--- config.mk ---
export PLATFORM = sky130hd
export DESIGN_NAME = seg_scan_ctrl
export DESIGN_NICKNAME = d
export VERILOG_FILES = /design/src/rtl/seg_scan_pkg.sv /design/src/rtl/seg_slot_timer.sv /design/src/rtl/seg_scan_ctrl.sv
export SDC_FILE = /design/constraint.sdc
export NUM_CORES = 1
export LEC_CHECK = 0
export ABC_AREA = 1
export BUFFER_PORTS_ARGS = -buffer_cell sky130_fd_sc_hd__buf_4
export CORE_MARGIN = 4
export CORE_UTILIZATION = 50
export CTS_BUF_LIST = sky130_fd_sc_hd__clkbuf_16
export CTS_CLUSTER_DIAMETER = 120
export DETAILED_ROUTE_END_ITERATION = 10
export HOLD_SLACK_MARGIN = 0.15
export PLACE_DENSITY_LB_ADDON = 0.08
export RECOVER_POWER = 100
export REMOVE_ABC_BUFFERS = 1
export SETUP_SLACK_MARGIN = 0.05
export SYNTH_ARGS = -nofsm -noshare
export SYNTH_HDL_FRONTEND = slang
export SYNTH_HIERARCHICAL = 1
export SYNTH_SLANG_ARGS = --single-unit
--- constraint.sdc ---
create_clock -name clk -period 2.03 [get_ports clk]
set_input_delay 0.406 -clock clk [delete_from_list [all_inputs] [get_ports clk]]
set_output_delay 0.406 -clock clk [all_outputs]
set_load 0.1 [all_outputs]
--- src/rtl/seg_scan_pkg.sv ---
// rtl/seg_scan_pkg.sv - shared types and constants for the 7-segment scan controller
// Contents: state_t (ST_GUARD, ST_SHOW), default NDIG/DIV/GUARD values, BCD nibble width.
package seg_scan_pkg;

  localparam int NDIG_DEF  = 4;
  localparam int DIV_DEF   = 1000;
  localparam int GUARD_DEF = 2;
  localparam int BCD_W     = 4;

  typedef enum logic {
    ST_GUARD = 1'b0,
    ST_SHOW  = 1'b1
  } state_t;

endpackage

--- src/rtl/seg_slot_timer.sv ---
// rtl/seg_slot_timer.sv - per-slot prescaler with guard-end and slot-end strobes
// Ports:
//   clk, rst   : clock, asynchronous active-high reset
//   guard_end  : high on the last cycle of the guard phase (prescaler == GUARD-1)
//   slot_end   : high on the last cycle of the slot (prescaler == DIV-1)
import seg_scan_pkg::*;

module seg_slot_timer #(
  parameter int DIV   = DIV_DEF,
  parameter int GUARD = GUARD_DEF
) (
  input  logic clk,
  input  logic rst,
  output logic guard_end,
  output logic slot_end
);

  localparam int PW = (DIV > 1) ? $clog2(DIV) : 1;

  logic [PW-1:0] presc;

  assign guard_end = (presc == PW'(GUARD - 1));
  assign slot_end  = (presc == PW'(DIV - 1));

  always_ff @(posedge clk or posedge rst) begin
    if (rst) begin
      presc <= '0;
    end else if (slot_end) begin
      presc <= '0;
    end else begin
      presc <= presc + 1'b1;
    end
  end

endmodule

--- src/rtl/seg_scan_ctrl.sv ---
// rtl/seg_scan_ctrl.sv - time-multiplexed scan controller sharing one BCD-to-7-segment decoder
// Optional feature macro: SEG_LZB_EN (leading-zero blanking via bi_rbo).
// Ports:
//   clk, rst    : clock, asynchronous active-high reset
//   load, value : double-buffered display update, accepted only while ready=1
//   ready       : no update pending
//   bcd         : digit code to the decoder
//   bi_rbo      : active-low blank to the decoder
//   an          : one-hot active-high digit enable, zero while blank
//   frame_done  : one-cycle pulse after each full scan
import seg_scan_pkg::*;

module seg_scan_ctrl #(
  parameter int NDIG  = NDIG_DEF,
  parameter int DIV   = DIV_DEF,
  parameter int GUARD = GUARD_DEF
) (
  input  logic                    clk,
  input  logic                    rst,
  input  logic                    load,
  input  logic [BCD_W*NDIG-1:0]   value,
  output logic                    ready,
  output logic [BCD_W-1:0]        bcd,
  output logic                    bi_rbo,
  output logic [NDIG-1:0]         an,
  output logic                    frame_done
);

  localparam int IW = (NDIG > 1) ? $clog2(NDIG) : 1;
  localparam logic [NDIG-1:0] AN_ONE = NDIG'(1);

  state_t                  state, state_next;
  logic [IW-1:0]           idx;
  logic [BCD_W*NDIG-1:0]   shadow, active;
  logic                    pending;
  logic                    guard_end, slot_end;
  logic                    boundary;
  logic                    blank;
  logic [BCD_W-1:0]        cur_nib;

  seg_slot_timer #(
    .DIV   (DIV),
    .GUARD (GUARD)
  ) u_timer (
    .clk       (clk),
    .rst       (rst),
    .guard_end (guard_end),
    .slot_end  (slot_end)
  );

  assign cur_nib  = active[int'(idx)*BCD_W +: BCD_W];
  // slot_end can only occur in SHOW because GUARD < DIV
  assign boundary = slot_end && (idx == '0);
  assign ready    = ~pending;

  always_ff @(posedge clk or posedge rst) begin
    if (rst) state <= ST_GUARD;
    else     state <= state_next;
  end

  always_comb begin
    state_next = state;
    case (state)
      ST_GUARD: if (guard_end) state_next = ST_SHOW;
      ST_SHOW:  if (slot_end)  state_next = ST_GUARD;
      default:  state_next = ST_GUARD;
    endcase
  end

  always_ff @(posedge clk or posedge rst) begin
    if (rst) begin
      idx <= IW'(NDIG - 1);
    end else if (slot_end) begin
      idx <= (idx == '0) ? IW'(NDIG - 1) : idx - 1'b1;
    end
  end

  // A load accepted on the boundary cycle sees pending=0 here, so it waits a frame.
  always_ff @(posedge clk or posedge rst) begin
    if (rst) begin
      shadow  <= '0;
      active  <= '0;
      pending <= 1'b0;
    end else if (boundary && pending) begin
      active  <= shadow;
      pending <= 1'b0;
    end else if (load && !pending) begin
      shadow  <= value;
      pending <= 1'b1;
    end
  end

`ifdef SEG_LZB_EN
  logic rb;

  // rb stays set while every digit scanned so far in this frame was zero.
  always_ff @(posedge clk or posedge rst) begin
    if (rst) begin
      rb <= 1'b1;
    end else if (slot_end) begin
      if (idx == '0)            rb <= 1'b1;
      else if (cur_nib != '0)   rb <= 1'b0;
    end
  end

  assign blank = rb && (cur_nib == '0) && (idx != '0);
`else
  assign blank = 1'b0;
`endif

  always_ff @(posedge clk or posedge rst) begin
    if (rst) begin
      an         <= '0;
      bcd        <= '0;
      bi_rbo     <= 1'b0;
      frame_done <= 1'b0;
    end else begin
      bcd        <= cur_nib;
      frame_done <= boundary;
      if (state == ST_SHOW && !blank) begin
        an     <= AN_ONE << idx;
        bi_rbo <= 1'b1;
      end else begin
        an     <= '0;
        bi_rbo <= 1'b0;
      end
    end
  end

endmodule

==> results summary, run 1 <==
The largest driver fanout on the critical path is 17. After Yosys synthesis, XOR and XNOR cells account for 1.03% of the synthesized area. TritonCTS built the clock tree. The leftover overflow at the end of global routing came out at 0. The cell area after synthesis came out at 2560 sq um. The async set-or-reset flop fraction in the synthesized netlist came out at 100%. The number of nets with antenna violations after detailed routing is 0. The worst setup path is of the reg2reg kind. The number of unique standard cell types used by synthesis came out at 24.

The synthesized instance count came out at 307. After synthesis, the mean cell area works out to 8.35 sq um. By area, the combinational part of the netlist is dominated by simple AND/OR/NAND/NOR gates.

Summing the areas of all compound-gate instances in the mapped netlist gives 1.71% of the synthesized area. The tree is rooted in a clkbuf_16. The layout net count is 361. The placed instances occupy a cell area of 2830 sq um. The power per cell area is 712 nW/um^2. The final-report max-slew violation count was 0. Max-cap violations in this run came to 0. Per report_power, the combinational group accounts for 4.0% of the total.

Entering global routing, the biggest net connects 27 pins. The worst slew margin relative to its limit is 49.0%. The number of failing hold endpoints at the final stage came out at 0. Setup repair after global routing left no endpoint under its margin. The analysis attributes to net switching a power of 0.000451 W. The number of global-route vias before repair came out at 1977.

The clock slew at the register clock pins of the worst setup and hold paths came out at 0.07 ns. The share of final-layout standard cells stronger than drive strength 1 is 15.1%. CTS saw 56 sinks. The post-synthesis to final-layout area growth is 14.7%. The effective utilization at floorplan is 52.9%. For this run, the total global-route usage over all layers was measured as 17.4%. The initial antenna violation count was 0. The run finished with clean final reports. The cell leakage power came out at 1.58 nW. TritonCTS created 5 clock buffers.

Across all layers, the routed design uses 1961 vias. At the placement stage, the worst setup path has a slack of 0.256 ns. Using the TritonRoute via totals, the vias-per-cell ratio works out to 4.85. The combined area of the multi-input logic cells came out at 938 sq um. The floorplan has 25 rows. The number of enable flip-flop cells after synthesis came out at 0. The routed wirelength normalized by instance count came out at 11.7 microns. The maximum clock skew at final layout came out at 0.00364 ns.

The fraction of the cycle the final worst path needs is 89.0%. The number of optimization iterations in the first detailed-route pass is 4. For the pin with the worst max-slew slack, the measured transition is 0.765 ns. The longest clock path from root to sink contains 2 buffers. The post-synthesis sequential element count is 56. The post-layout worst setup margin came out at 0.223 ns. The share of total power dissipated in sequential elements is 56.0%. The share of cell area taken by muxes after synthesis is 0%. The total power draw is 0.00209 W. The number of inserted filler cells in the final layout came out at 458. Of the synthesized area, sequential elements account for 54.8%.

Once layout is done, the placed cells without fillers occupy 2940 sq um. The shortest period the worst path allows came out at 1.81 ns. Net switching is 21.5% of the power. Internal power comes to 0.00164 W. The clock network is responsible for 40.0% of the overall power. The post-synthesis adder-cell area fraction is 2.93%. The clock latency on the worst-skew pair came out at 0.29 ns. The number of top-level pins came out at 30.

The path class of the tightest hold or removal check is in2reg. The antenna cell count came out at 0. STA classifies the critical path endpoint as a register.

The required time of the critical path came out at 2.21 ns. The count of buffers added by post-CTS timing repair for setup came out at 0. The congestion estimate from routability-driven global placement came to 0.838. The HPWL after detailed placement came out at 3240 microns.

The number of buffers added on ports came out at 29. The floorplan die area is 6330 sq um. The sort of element at the start of the critical path is a register. The placeable core area is 4850 sq um.

The highest attainable clock frequency is 553 MHz. For this run, the leading register cell type out of synthesis is dfrtp_1. The post-detailed-route DRC marker count is 0. The wire length of the first global-routing pass came out at 8540 microns. The number of DRC markers in iteration 0 is 113. VDD sags by at most 0.000480 V. The total setup violations reported at the end of the flow is 0. The die width is 79.6 microns. The sequential cell area is 1400 sq um.

Summing the areas of all and, or, nand and nor instances in the mapped netlist gives 30.9% of the synthesized area. The arrival time of data at the critical path endpoint is 1.99 ns. The die is 79.6 microns tall.

For this block, the routed nets add up to 4720 microns of wire. The accumulated negative setup slack came out at 0 ns. The clock tree synthesis step divided the H-tree into 2 levels. The Yosys step of the flow raised 6 warnings.
[cell families after synthesis]
group | count (synthesis)
simple gates | 183
flops | 56
buf+inv | 51
compound gates | 8
fa+ha+maj | 6
xor+xnor | 3
[synthesized netlist by cell type (2+ instances only)]
library cell / number / area share (%)
nand3_1: 44 / 8.6
inv_1: 36 / 5.3
ha_1: 6 / 2.9
xor2_1: 3 / 1.0
buf_4: 4 / 1.2
dfstp_2: 2 / 2.1
inv_2: 3 / 0.44
nor2_2: 4 / 0.98
dfrtp_1: 54 / 53
buf_2: 4 / 0.78
nand3_2: 2 / 0.78
nand2_1: 109 / 16
nor2_1: 20 / 2.9
a21oi_1: 4 / 0.78
nand2_2: 2 / 0.49
o21ai_0: 2 / 0.39
[final cells by class]
class	instances	area share, %
clock inverter	3	0.639
sequential	56	47.8
multi-input combinational	200	31.9
inverter	41	5.36
timing repair buffer	32	7.19
tap	67	2.85
clock buffer	5	4.26
[state kept, by name, summed over array words and instances, names as in the netlist]
signal and count:
an 4, idx 2, active 16, pending 1, bcd 4, u_timer/presc 10
bi_rbo 1, frame_done 1, state 1, shadow 16
[worst max-delay path, cell delays in order, from the launching register on]
cell and delay (ns):
dfstp_1 0.78, inv_2 0.20, ha_1 0.32, nand2_1 0.10, inv_2 0.13, nand3_1 0.11
nand2_1 0.05
[power groups by stage]
stage | sequential [W] | combinational, W | clock [W]
after global routing | 0.00118 | 0.000101 | 0.000911
after global placement | 0.00119 | 0.0000886 | 0
final | 0.00117 | 0.0000843 | 0.000837
after floorplan | 0.00119 | 0.0000434 | 0
after detailed placement | 0.00119 | 0.0000915 | 0
after CTS | 0.00117 | 0.0000929 | 0.000855
[placed cells by master, fill, tap and decap left out]
master	Yosys	layout
nand3_1	44	44
nand2_1	109	111
inv_1	36	36
a21oi_1	4	4
nor2_4	1	1
clkinv_2	1	1
dlygate4sd3_1	0	1
nand3_2	2	1
xor2_1	3	3
clkinv_1	0	1
ha_1	6	6
o21ai_0	2	3
nor2_2	4	4
clkinvlp_4	0	2
clkbuf_2	0	11
clkbuf_16	0	5
buf_4	4	18
clkbuf_4	0	1
clkbuf_1	1	1
dfstp_1	0	2
inv_2	3	3
dfrtp_1	54	54
o21ai_2	1	1
nand3_4	1	2
inv_4	1	1
nor2_1	20	20
[per-layer routing]
layer / track usage, % / part of all wire (%)
met5: 0 / 0
met4: 7.39 / 1.7
met3: 3.05 / 4.0
met2: 31.1 / 49
met1: 20.3 / 45
[worst paths after layout]
path | startpoint | end | slack (ns) | depth (start not counted)
setup / recovery | idx[0] | active[14] | 0.22 | 6
hold / removal | value[6] | shadow[6] | 0.34 | 3
setup reg to reg | idx[0] | active[14] | 0.22 | 6
hold reg to reg | shadow[8] | shadow[8] | 0.47 | 2
max in group asynchronous | rst | active[7] | 0.34 | 4
min in group asynchronous | rst | u_timer/presc[4] | 0.64 | 3
[what timing repair did]
item / 4_1_cts / 5_1_grt
setup endpoints to repair: 0 / 1
endpoints found under the hold margin: 10 / 0
hold buffers: 1 / 0
resized for setup: 0 / 1
[through the flow]
step | util (%) | instances | hold slack (ns)
2_1_floorplan | - | 297 | 0.246
3_3_place_gp | 58.3 | 395 | 0.427
3_5_place_dp | 58.3 | 395 | 0.438
4_1_cts | 61.5 | 404 | 0.339
5_1_grt | 60.6 | 404 | 0.345
6_report | 60.6 | 404 | 0.341
Power figures use the tool's default switching activity.
==> inputs of run 2 (changes only) <==
--- a/config.mk
+++ b/config.mk
@@ -9,7 +9,7 @@
 export BUFFER_PORTS_ARGS = -buffer_cell sky130_fd_sc_hd__buf_4
 export CORE_MARGIN = 4
 export CORE_UTILIZATION = 50
-export CTS_BUF_LIST = sky130_fd_sc_hd__clkbuf_16
+export CTS_BUF_LIST = sky130_fd_sc_hd__clkbuf_4
 export CTS_CLUSTER_DIAMETER = 120
 export DETAILED_ROUTE_END_ITERATION = 10
 export HOLD_SLACK_MARGIN = 0.15
==> constraint.sdc (replaced) <==
create_clock -name clk -period 2.2 [get_ports clk]
set_input_delay 0.44 -clock clk [delete_from_list [all_inputs] [get_ports clk]]
set_output_delay 0.44 -clock clk [all_outputs]
set_load 0.1 [all_outputs]
==> results summary, run 2 (synthesis gave the netlist of run 1 again) <==
The number of optimization iterations in the first detailed-route pass came out at 4 (unchanged). The final cell utilization of the core is 59.1% (-1.5 points). The net switching component of the power came out at 0.000363 W (-19%). The via-per-instance ratio is 4.74 (-2.4%). The global-route usage over all layers came out at 16.8% (-0.61 points). The placeable core area is 4850 sq um (unchanged). The number of top-level pins came out at 30 (unchanged).

The layout net count came out at 362 (+0.28%). The longest individual stage delay on the worst path is 0.43 ns (-0.35 ns). Leaving out fill and tap cells, the most frequent cells in the layout are nand2_1 (111), dfrtp_1 (54), nand3_1 (44), inv_1 (36), nor2_1 (21).

The library cell used most frequently in the layout, excluding fill and tap cells, is nand2_1. The routability congestion estimate came to 0.832 (-0.75%). The number of global-route vias before repair is 1929 (-2.4%). The number of failing hold endpoints at the final stage is 0 (unchanged). The floorplan die area is 6330 sq um (unchanged). The maximum clock skew at final layout is 0.0143 ns (+0.0106 ns).

The required time of the critical path came to 1.76 ns (-0.45 ns). The leftover overflow at the end of global routing is 0 (unchanged). The share of final-layout standard cells stronger than drive strength 1 was 15.1% (-0.045 points). In this run the most critical hold path is launched from value[14]. The design area came to 2870 sq um (-2.4%). The highest ir drop seen on vdd came out at 0.000371 V (-23%).

The wire length of the first global-routing pass came out at 8360 microns (-2.1%). The clock tree root buffer cell is clkbuf_4. The HPWL after detailed placement is 3300 microns (+1.9%).

The portion of total power attributed to sequential cells is 63.2% (+7.2 points). The post-layout worst setup margin is 0.223 ns (-0.000123 ns). The count of maximum capacitance violations came to 0 (unchanged).

The final-report max-slew violation count came out at 0 (unchanged). The clock tree from TritonCTS is yes. The reg-to-reg setup timing slack came out at 0.36 ns (+0.14 ns). The cell leakage power is 1.56 nW (-1.4%). Relative to the synthesized area, the layout overhead comes to 11.9%.

The number of buffers and inverters on the critical path is 2 (unchanged). The worst path in the final design needs a cycle of 1.98 ns, including I/O delays and setup. The wire length after detailed routing is 4690 microns (-0.66%).

The maximum number of pins on one net before global-route repair was 26 (-3.7%). The power per cell area came out at 597 nW/um^2 (-16%). The worst hold path belongs to the class in2reg. The number of inserted filler cells in the final layout is 464 (+1.3%).

The number of nets with antenna violations after detailed routing is 0 (unchanged). The transition at the pin with the smallest max-transition slack is 0.793 ns (+0.0285 ns). The slowest cell on the critical path is dfrtp_1. The placement-stage cell area is 2830 sq um (+0.27%). The critical path is of the reg2out type. The hold-critical path depth is 3 (unchanged).

The fraction of the cycle the final worst path needs is 89.9%. The largest driver fanout on the critical path came out at 7 (-10). The cell depth of the worst flop-to-flop path came out at 8 (+2). The number of buffers added on ports came to 29 (unchanged).

The clock slew at the register clock pins of the worst setup and hold paths came out at 0.15 ns (+0.08 ns). The fraction of power consumed by the clock network was 32.3% (-7.7 points). The worst-case clock buffer depth came out at 2 (unchanged). The clock latency on the worst-skew pair came out at 0.37 ns (+0.08 ns). In this design, the largest share of critical-path delay is due to buffers and inverters. The total clock buffers created by CTS is 5 (unchanged). In this run the critical register-to-register path is captured at active[12]. The flow ran to the end, and the final reports show no timing, DRC or antenna violations. The sort of element at the start of the critical path is a register. The sort of element at the end of the critical path is a primary output. The initial antenna violation count came out at 0 (unchanged). The maximum level of the CTS H-tree came out at 2 (unchanged). The number of DRC markers in iteration 0 was 51 (-55%). The antenna cell count came out at 0 (unchanged). The worst slack at placement is 0.436 ns (+0.181 ns). The final non-filler cell total came to 405 (+0.25%).

The effective utilization at floorplan came to 52.9% (unchanged). The number of core rows is 25 (unchanged). The arrival time of data at the critical path endpoint is 1.54 ns (-0.45 ns).

The worst slew margin relative to its limit came out at 47.1% (-1.9 points). The total setup violations reported at the end of the flow is 0 (unchanged). The switching fraction of total power was 21.2% (-0.32 points).

The largest registers in the layout are active x16, shadow x16, u_timer/presc x10. The combinational share of power is 4.5% (+0.5 points). The number of sinks handled by clock tree synthesis came out at 56 (unchanged).

The accumulated negative setup slack came out at 0 ns (unchanged). The routed wirelength normalized by instance count is 11.6 microns (-0.90%). The highest attainable clock frequency is 506 MHz.

Traced cell by cell, the critical path runs through clkinvlp_2 > clkbuf_4. In this run the critical register-to-register path is launched from u_timer/presc[0]. The via total after detailed routing is 1919 (-2.1%). The internal power came to 0.00135 W (-18%).

The cell count after placement is 396 (+0.25%). Setup repair after global routing left no endpoint under its margin. The post-detailed-route DRC marker count is 0 (unchanged). The die width was 79.6 microns (unchanged). The height of the die is 79.6 microns (unchanged). The endpoint with the worst hold slack is shadow[14].
run 2: what timing repair did:
action | CTS | global route
buffers inserted | 0 | 0
hold buffers | 1 | 0
endpoints found under the hold margin | 29 | 0
resized for setup | 0 | 0
run 2: metrics by stage:
step           hold slack, ns  total power (W)
2_1_floorplan           0.280          0.00114
3_3_place_gp            0.457          0.00118
3_5_place_dp            0.461          0.00118
4_1_cts                 0.271          0.00174
5_1_grt                 0.265          0.00180
6_report                0.288          0.00171
run 2: worst register-to-register path: stages, from the launching register on:
cell      delay, ns
dfrtp_1        0.43
ha_1           0.22
nand2_1        0.11
nor2_1         0.21
nand3_4        0.13
clkinv_2       0.12
nand3_2        0.28
nand2_1        0.17
nand2_1        0.06
run 2: layer usage:
layer  track usage [%]  vias to the layer above  routed length [microns]
met2              29.5                       31                     2330
met3              3.39                        7                      199
met1              20.3                      887                     2100
met5                 0                        -                        0
met4              5.67                        0                       57
li1                  -                      994                        -
run 2: cell type report:
type                            count  area, sq um  share of cell area (%)
Tap cell                           67         83.8                    2.92
Multi-Input combinational cell    200          925                    32.2
Clock buffer                        6         45.0                    1.57
Timing Repair Buffer               33          219                    7.64
Inverter                           41          156                    5.45
Sequential cell                    56         1400                    49.0
Clock inverter                      2         35.0                    1.22
run 2: worst max-delay path by stage:
stage                                 from    endpoint  cells after the start
after floorplan           u_timer/presc[0]     pending                      8
after global placement    u_timer/presc[0]     pending                      8
after detailed placement  u_timer/presc[0]   active[9]                      8
after CTS                 u_timer/presc[0]  active[12]                      8
after global routing                   rst   shadow[3]                      4
final                              pending       ready                      2
run 2: power by group through the flow:
stage / logic, W / registers (W) / clock network, W
2_1_floorplan: 0.0000401 / 0.00110 / 0
3_3_place_gp: 0.0000815 / 0.00110 / 0
3_5_place_dp: 0.0000840 / 0.00110 / 0
4_1_cts: 0.0000852 / 0.00108 / 0.000574
5_1_grt: 0.0000922 / 0.00109 / 0.000623
6_report: 0.0000772 / 0.00108 / 0.000553
==> inputs of run 3 (changes only) <==
--- a/config.mk
+++ b/config.mk
@@ -12,6 +12,7 @@
 export CTS_BUF_LIST = sky130_fd_sc_hd__clkbuf_4
 export CTS_CLUSTER_DIAMETER = 120
 export DETAILED_ROUTE_END_ITERATION = 10
+export GPL_TIMING_DRIVEN = 0
 export HOLD_SLACK_MARGIN = 0.15
 export PLACE_DENSITY_LB_ADDON = 0.08
 export RECOVER_POWER = 100
==> constraint.sdc (replaced) <==
create_clock -name clk -period 2.2 [get_ports clk]
set_input_delay 0.33 -clock clk [delete_from_list [all_inputs] [get_ports clk]]
set_output_delay 0.33 -clock clk [all_outputs]
set_load 0.1 [all_outputs]
==> results summary, run 3 (synthesis gave the netlist of run 1 again) <==
The flow ran to the end, and the final reports show no timing, DRC or antenna violations. In the layout the commonest cells are nand2_1 (111), dfrtp_1 (53), nand3_1 (44), inv_1 (36), nor2_1 (20). The share of final-layout standard cells stronger than drive strength 1 is 14.5% (-0.60 points). The number of global-route vias before repair is 1884 (-2.3%). The final cell utilization of the core is 60.2% (+1.1 points). The cell leakage power came out at 1.58 nW (+1.5%).

The cell depth of the worst flop-to-flop path is 8 (unchanged). The portion of total power attributed to sequential cells came out at 67.0% (+3.8 points). The post-detailed-route DRC marker count came to 0 (unchanged). The wire length of the first global-routing pass was 8190 microns (-2.0%). The placeable core area was 4850 sq um (unchanged). The fraction of power consumed by the clock network is 27.4% (-4.9 points). The maximum clock skew at final layout is 0.0183 ns (+0.00401 ns). The most critical setup path has its startpoint at pending. The transition at the pin with the smallest max-transition slack is 0.887 ns (+0.0942 ns). The worst register-to-register path ends at active[0]. The total setup violations reported at the end of the flow came to 0 (unchanged). The worst setup path is of the reg2out kind.

The floorplan die area came out at 6330 sq um (unchanged). The wire length after detailed routing came out at 4670 microns (-0.36%). In the final layout, the registers with the most flip-flops are active x16, shadow x16, u_timer/presc x10. The HPWL after detailed placement is 3160 microns (-4.4%). The number of failing hold endpoints at the final stage came out at 0 (unchanged).

The fraction of the cycle the final worst path needs came out at 90.2% (+0.29 points). The reg-to-reg setup timing slack came to 0.38 ns (+0.02 ns). The shortest period the worst path allows came out at 1.98 ns (+0.00649 ns).

The via-per-instance ratio came out at 4.77 (+0.66%). The number of DRC markers in iteration 0 was 66 (+29%). The number of top-level pins is 30 (unchanged). The largest driver fanout on the critical path came out at 19 (+12). On the critical path, the stage with the largest delay is an instance of dfrtp_2. The maximum level of the CTS H-tree was 2 (unchanged). TritonCTS built the clock tree. The count of maximum capacitance violations is 0 (unchanged). The path with the worst hold slack has its endpoint at shadow[1].

The origin of the critical flop-to-flop path is u_timer/presc[0]. The library cell used most frequently in the layout, excluding fill and tap cells, is nand2_1. The total clock buffers created by CTS came to 5 (unchanged). Compared with the post-synthesis result, the final layout area differs by 14.0%. The clock latency on the worst-skew pair is 0.38 ns (about the same). The worst slew margin relative to its limit is 40.8% (-6.3 points). The final-report max-slew violation count is 0 (unchanged). The number of sinks handled by clock tree synthesis is 56 (unchanged).

The worst hold path belongs to the class in2reg. The accumulated negative setup slack is 0 ns (unchanged). The signal on the critical path passes through inv_4 > buf_2. The antenna cell count is 0 (unchanged). The leftover overflow at the end of global routing came to 0 (unchanged). The hold-critical path depth is 3 (unchanged). The arrival time of data at the critical path endpoint was 1.65 ns (+0.11 ns). The clock slew at the register clock pins of the worst setup and hold paths came out at 0.17 ns (+0.02 ns).

The initial antenna violation count is 0 (unchanged). The die width was 79.6 microns (unchanged). The power per cell area came out at 553 nW/um^2 (-7.4%).

The number of core rows came out at 25 (unchanged). The routability congestion estimate is 0.841 (+1.1%). The sort of element at the start of the critical path is a register. The highest ir drop seen on vdd came out at 0.000339 V (-8.6%). The number of buffers added on ports is 29 (unchanged). The number of optimization iterations in the first detailed-route pass came out at 4 (unchanged). The longest individual stage delay on the worst path is 0.58 ns (+0.15 ns).

The switching fraction of total power came out at 23.6% (+2.4 points). The worst-case clock buffer depth is 2 (unchanged). The tree is rooted in a clkbuf_4.

The combinational share of power is 5.6% (+1.1 points). The internal power came out at 0.00123 W (-8.6%). Setup repair after global routing left no endpoint under its margin. The routed wirelength normalized by instance count came out at 11.3 microns (-2.1%). The height of the die is 79.6 microns (unchanged).

The via total after detailed routing is 1965 (+2.4%). The global-route usage over all layers came out at 16.7% (-0.068 points). The layout net count came out at 369 (+1.9%). The highest attainable clock frequency is 504 MHz (-0.33%). The required time of the critical path came out at 1.87 ns (+0.11 ns). The effective utilization at floorplan is 52.9% (unchanged). The number of nets with antenna violations after detailed routing came out at 0 (unchanged). The maximum number of pins on one net before global-route repair is 25 (-3.8%). The start point of the worst hold path is value[1]. The net switching component of the power came out at 0.000381 W (+5.0%). STA classifies the critical path endpoint as a primary output.
==> run 3: how the worst max path moves through the flow <==
| stage | to | slack, ns | cells after the start |
|---|---|---|---|
| 2_1_floorplan | pending | 0.63 | 8 |
| 3_3_place_gp | an[2] | 0.19 | 2 |
| 3_5_place_dp | active[9] | 0.37 | 8 |
| 4_1_cts | ready | 0.13 | 2 |
| 5_1_grt | ready | 0.1 | 2 |
| 6_report | ready | 0.22 | 2 |
==> run 3: timing repair <==
action	in CTS	in global routing
hold buffers	3	7
setup buffers	0	0
gates resized for setup	0	1
endpoints found under the setup margin	0	1
endpoints found under the hold margin	35	7
==> run 3: area by class of cell <==
cell class | count | area [sq um]
multi-input combinational | 200 | 927
clock buffer | 5 | 37.5
timing repair buffer | 40 | 292
tap | 67 | 83.8
inverter | 41 | 158
sequential | 56 | 1410
clock inverter | 3 | 17.5
fill | 469 | 1930
==> run 3: power by group through the flow <==
stage	sequential (W)	clock, W	combinational [W]
finish	0.00108	0.000442	0.0000905
global route	0.00109	0.000514	0.000107
CTS	0.00108	0.000459	0.0000895
detailed placement	0.00110	0	0.0000852
global placement	0.00110	0	0.0000769
floorplan	0.00110	0	0.0000401
==> run 3: critical path: cells and delay by family (launching register included) <==
family / cells / cell delay (ns)
buffers and inverters: 2 / 0.68
DFF: 1 / 0.58
==> run 3: per-layer routing <==
layer | track usage, % | wire, microns | vias to the layer above
met1 | 19.4 | 2100 | 918
met5 | 0 | 0 | -
li1 | - | - | 1013
met4 | 6.36 | 29 | 0
met2 | 29.0 | 2380 | 32
met3 | 4.74 | 155 | 2
==> run 3: per-stage QoR <==
step	setup WS, ns	instances	area, sq um	total power [W]	hold WS [ns]
finish	0.216	412	2920	0.00161	0.168
global route	0.0961	412	2920	0.00171	0.152
CTS	0.134	405	2910	0.00163	0.152
detailed placement	0.368	394	2830	0.00119	0.361
global placement	0.186	393	2800	0.00118	0.347
floorplan	0.627	297	2500	0.00114	0.170
